--- src/rtl/uart_tx_arb.sv ---
// Round-robin arbiter that shares one uart_txd between NUM_REQ byte requesters.
// Define UART_ARB_TIMEOUT_EN to add a WAIT_DONE watchdog that pulses o_timeout.
module uart_tx_arb #(
  parameter int unsigned NUM_REQ        = 4,
  parameter int unsigned IDX_W          = 2,
  parameter int unsigned TIMEOUT_CYCLES = 65536
) (
  input  logic                 clk,
  input  logic                 rst_n,
  input  logic [NUM_REQ-1:0]   i_req,
  input  logic [NUM_REQ*8-1:0] i_req_data,
  output logic [NUM_REQ-1:0]   o_gnt,
  output logic                 o_tx_start,
  output logic [7:0]           o_tx_data,
  input  logic                 i_tx_done,
  output logic                 o_busy,
  output logic [IDX_W-1:0]     o_owner,
  output logic                 o_timeout
);

  if (NUM_REQ < 2 || NUM_REQ > 8 || IDX_W != $clog2(NUM_REQ) || TIMEOUT_CYCLES < 2) begin : g_bad
    $error("uart_tx_arb: illegal parameter combination");
  end

  typedef enum logic [1:0] {StIdle, StStart, StWaitDone, StGap} state_e;

  state_e               state_q, state_d;
  logic [IDX_W-1:0]     ptr_q, ptr_d;
  logic [NUM_REQ-1:0]   gnt_q, gnt_d;
  logic                 start_q, start_d;
  logic [7:0]           data_q, data_d;
  logic [IDX_W-1:0]     owner_q, owner_d;
  logic                 busy_q, busy_d;
  logic                 found;
  logic [IDX_W-1:0]     win_idx;
  logic [IDX_W-1:0]     win_nxt;
  logic                 wd_expire;

  // Winner search: first set request at or above the pointer, wrapping to 0.
  always_comb begin
    logic [IDX_W-1:0] idx;
    found   = 1'b0;
    win_idx = '0;
    idx     = '0;
    for (int unsigned i = 0; i < NUM_REQ; i++) begin
      idx = IDX_W'((32'(ptr_q) + i) % NUM_REQ);
      if (!found && i_req[idx]) begin
        found   = 1'b1;
        win_idx = idx;
      end
    end
    win_nxt = IDX_W'((32'(win_idx) + 32'd1) % NUM_REQ);
  end

`ifdef UART_ARB_TIMEOUT_EN
  logic [31:0] cnt_q, cnt_d;
  logic        timeout_q;

  // A done arriving on the limit cycle wins over the watchdog.
  assign wd_expire = (state_q == StWaitDone) && !i_tx_done &&
                     (cnt_q == 32'(TIMEOUT_CYCLES - 1));

  always_comb begin
    cnt_d = cnt_q;
    if (state_q == StStart) begin
      cnt_d = '0;
    end else if (state_q == StWaitDone) begin
      cnt_d = cnt_q + 32'd1;
    end
  end

  always_ff @(posedge clk or negedge rst_n) begin
    if (!rst_n) begin
      cnt_q     <= '0;
      timeout_q <= 1'b0;
    end else begin
      cnt_q     <= cnt_d;
      timeout_q <= wd_expire;
    end
  end

  assign o_timeout = timeout_q;
`else
  assign wd_expire = 1'b0;
  assign o_timeout = 1'b0;
`endif

  // State register
  always_ff @(posedge clk or negedge rst_n) begin
    if (!rst_n) begin
      state_q <= StIdle;
    end else begin
      state_q <= state_d;
    end
  end

  // Next-state logic
  always_comb begin
    state_d = state_q;
    unique case (state_q)
      StIdle:     if (found) state_d = StStart;
      StStart:    state_d = StWaitDone;
      StWaitDone: if (i_tx_done || wd_expire) state_d = StGap;
      StGap:      state_d = StIdle;
      default:    state_d = StIdle;
    endcase
  end

  // Output next-state logic; every output is registered below.
  always_comb begin
    gnt_d   = '0;
    start_d = 1'b0;
    data_d  = data_q;
    owner_d = owner_q;
    ptr_d   = ptr_q;
    busy_d  = (state_d != StIdle);
    if (state_q == StIdle && found) begin
      gnt_d[win_idx] = 1'b1;
      start_d        = 1'b1;
      data_d         = i_req_data[{win_idx, 3'b000} +: 8];
      owner_d        = win_idx;
      ptr_d          = win_nxt;
    end
  end

  always_ff @(posedge clk or negedge rst_n) begin
    if (!rst_n) begin
      ptr_q   <= '0;
      gnt_q   <= '0;
      start_q <= 1'b0;
      data_q  <= '0;
      owner_q <= '0;
      busy_q  <= 1'b0;
    end else begin
      ptr_q   <= ptr_d;
      gnt_q   <= gnt_d;
      start_q <= start_d;
      data_q  <= data_d;
      owner_q <= owner_d;
      busy_q  <= busy_d;
    end
  end

  assign o_gnt      = gnt_q;
  assign o_tx_start = start_q;
  assign o_tx_data  = data_q;
  assign o_owner    = owner_q;
  assign o_busy     = busy_q;

endmodule
--- config.mk ---
export PLATFORM = sky130hd
export DESIGN_NAME = uart_tx_arb
export DESIGN_NICKNAME = d
export VERILOG_FILES = /design/src/rtl/uart_tx_arb.sv
export SDC_FILE = /design/constraint.sdc
export NUM_CORES = 1
export LEC_CHECK = 0
export CORE_MARGIN = 8
export CORE_UTILIZATION = 35
export DETAILED_ROUTE_END_ITERATION = 7
export PLACE_DENSITY = 0.79
export SYNTH_ARGS = -nofsm -noshare
export SYNTH_HDL_FRONTEND = slang
export SYNTH_SLANG_ARGS = --single-unit
--- constraint.sdc ---
create_clock -name clk -period 2.8 [get_ports clk]
set_clock_uncertainty 0.15 [all_clocks]
set_input_delay 0.42 -clock clk [delete_from_list [all_inputs] [get_ports clk]]
set_output_delay 0.42 -clock clk [all_outputs]
set_load 0.005 [all_outputs]
==> out/metrics.cfg <==
[worst_setup_path]
cp-end-kind=flip-flop
critPathKind=input port to flip-flop
worstSetupStartpointType=input port
reg2reg_from=ptr_q[1]$_DFFE_PN0P_
path_max_fanout=9
r2r-end=o_tx_data[2]$_DFFE_PN0P_
cp.required_ps=2870
worstRegToRegCells=5
arrival_ps=2100
r2r_slack_ps=890

[cells_and_area]
drive_above_1_share_pct=6.47
syn_to_final_growth_pct=53.8
diodes=0
multi_input_area_um2=582
nets=214
seqCellArea_um2=500
layout_common_cells=clkdlybuf4s50_1, dfrtp_1, nand2_1
final_common_cell=clkdlybuf4s50_1
fillerInstances=298

[pwr]
internal_power_uw=909
p_switching_uw=558
clkPwrFrac_pct=9.2
power_density_mw_per_mm2=846
leakage_nw=0.733
netSwitchingFraction_pct=38.0
ir_drop_v=0.000398
power_frac_seq_pct=33.4
pwr-share-comb_pct=57.4

[floorplan]
ios=56
initial_core_util_pct=36.9
die_y_um=72.8
die_area_mm2=0.00529
rows=20
fp.dieW_um=72.8
core-area_mm2=0.00305

[run]
maxCapViolations=0

[timing]
final_max_slew_viol_count=0
layout_min_cycle_time_ps=2030
final.setup.tns_ps=0
rsz0062_at_grt=no
finalCritPeriodShare_pct=72.6
max_slew_margin_pct=40.7
hold_viol=0
worst_hold_slack_ps=336
fmaxAchievable_mhz=492
tightest_slew_ps=886
finalSetupViolCount=0

[clock_tree]
numClockSinks=20
cts_tree=done
ctsRootBufferMaster=clkbuf_4
htree_levels=1
post-cts-setup-buffers=0
hold_buffers=0
insertion_delay_ps=300
path_clk_slew_ps=110
cts_buffers=3
clock_path_buffers=2
post_cts_resized=0

[placed_design]
dp.final_hpwl_um=2730
gp_congestion=0.805
port_buffers=54

[drt]
wire_per_inst_um=15.6
remaining_drc_errors=0
detail-route-antenna-nets=0
viasPerCell=5.14
dr.pass1.iters=4
wl_um=3350
vias=1101
drtIter0Drc=36

[synthesis]
synth-main-ff-cell=dfrtp_1
ys_ff_latch=20
avgSynthCellArea_um2=9.72
ys_async_sr_fraction_pct=100
yosysSeqAreaShare_pct=44.4
netlist_top_cells_area=dfrtp_1, mux2i_1, a211o_1
synth_top_area_cell=dfrtp_1
netlist_area_mm2=0.00113
synth.distinct_cells=31
yosysWarnings=0
synth_edf_count=0
synth_cells=116
yosysTopAreaCellShare_pct=44.4
syn-num-nets=158

[status]
status=finished, final reports clean

[grt]
grt_overflow=0
grt_pass1_wl_um=5470
grt_pass1_vias=1144
grt_start_max_net_pins=23
track_usage_pct=12.9
antenna_found_initial=0

[min_path]
min_to=o_owner[0]$_DFFE_PN0P_
hp-start=o_owner[0]$_DFFE_PN0P_
hold_depth=2
hp-class=flip-flop to flip-flop

how the worst max path moves through the flow:
stage                               endpoint  depth (start not counted)  slack (ps)                  from
detailed placement  o_tx_data[2]$_DFFE_PN0P_                          6         450              i_req[2]
global placement    o_tx_data[0]$_DFFE_PN0P_                          6         510              i_req[2]
finish              o_tx_data[2]$_DFFE_PN0P_                          6         770              i_req[2]
CTS                 o_tx_data[2]$_DFFE_PN0P_                          6         770              i_req[2]
global route        o_tx_data[5]$_DFFE_PN0P_                          6         650              i_req[2]
floorplan           o_tx_data[0]$_DFFE_PN0P_                          5        1120  ptr_q[1]$_DFFE_PN0P_
cell type report:
class,instances,share of cell area [%]
Inverter,5,1.08
Tap cell,44,3.17
Clock buffer,3,1.30
Multi-Input combinational cell,86,33.5
Sequential cell,20,28.9
Timing Repair Buffer,56,32.0
layer usage:
metal / GRT usage [%] / vias up / share of wire [%]
li1: - / 531 / -
met1: 15.0 / 522 / 42
met2: 22.2 / 44 / 50
met3: 2.75 / 4 / 6.5
met4: 5.33 / 0 / 1.3
met5: 0 / - / 0
metrics by stage:
step | std cells | cell area (µm²) | setup WS, ps | util [%] | power, mW
global placement | 211 | 1710 | 505 | 56.1 | 1.32
detailed placement | 211 | 1710 | 447 | 56.1 | 1.35
global route | 214 | 1730 | 654 | 56.8 | 1.59
floorplan | 116 | 1130 | 1120 | - | 0.968
CTS | 214 | 1730 | 767 | 56.8 | 1.48
finish | 214 | 1730 | 767 | 56.8 | 1.47
cell families after synthesis:
group	synth area share [%]
AOI/OAI and AO/OA	24.3
xor gates and xnor gates	0.777
adders and majority gates	3.33
buffers and inverters	4.00
DFF	44.4
muxes	8.32
other	0.333
and+or+nand+nor	14.5
worst max-delay path, stage by stage:
cell             delay, ps
clkdlybuf4s50_1        560
nand2b_1               140
a21oi_2                440
o21ai_1                130
a211o_1                300
o211ai_1                90
synthesized netlist by cell type (2+ instances only):
library cell	n
buf_2	2
a211o_1	8
o21ai_1	9
mux2i_1	8
o22a_1	2
o211ai_1	8
ha_1	3
a21oi_1	3
dfrtp_1	20
inv_1	5
a21oi_2	2
nand2b_1	2
nand3_1	9
nor2_1	3
nand2_1	16
power groups by stage:
stage          clock, mW  combinational (mW)  sequential, mW
3_5_place_dp           0               0.848           0.498
4_1_cts            0.140               0.851           0.491
3_3_place_gp           0               0.822           0.493
5_1_grt            0.152               0.928           0.508
6_report           0.135               0.842           0.489
2_1_floorplan          0               0.471           0.497
registers in the layout (all words and copies together), names as in the netlist:
signal	flops
ptr_q	2
o_owner	2
o_busy	1
o_gnt	4
o_tx_start	1
o_tx_data	8
state_q	2
Note: power is estimated with default switching activity, not from simulation.
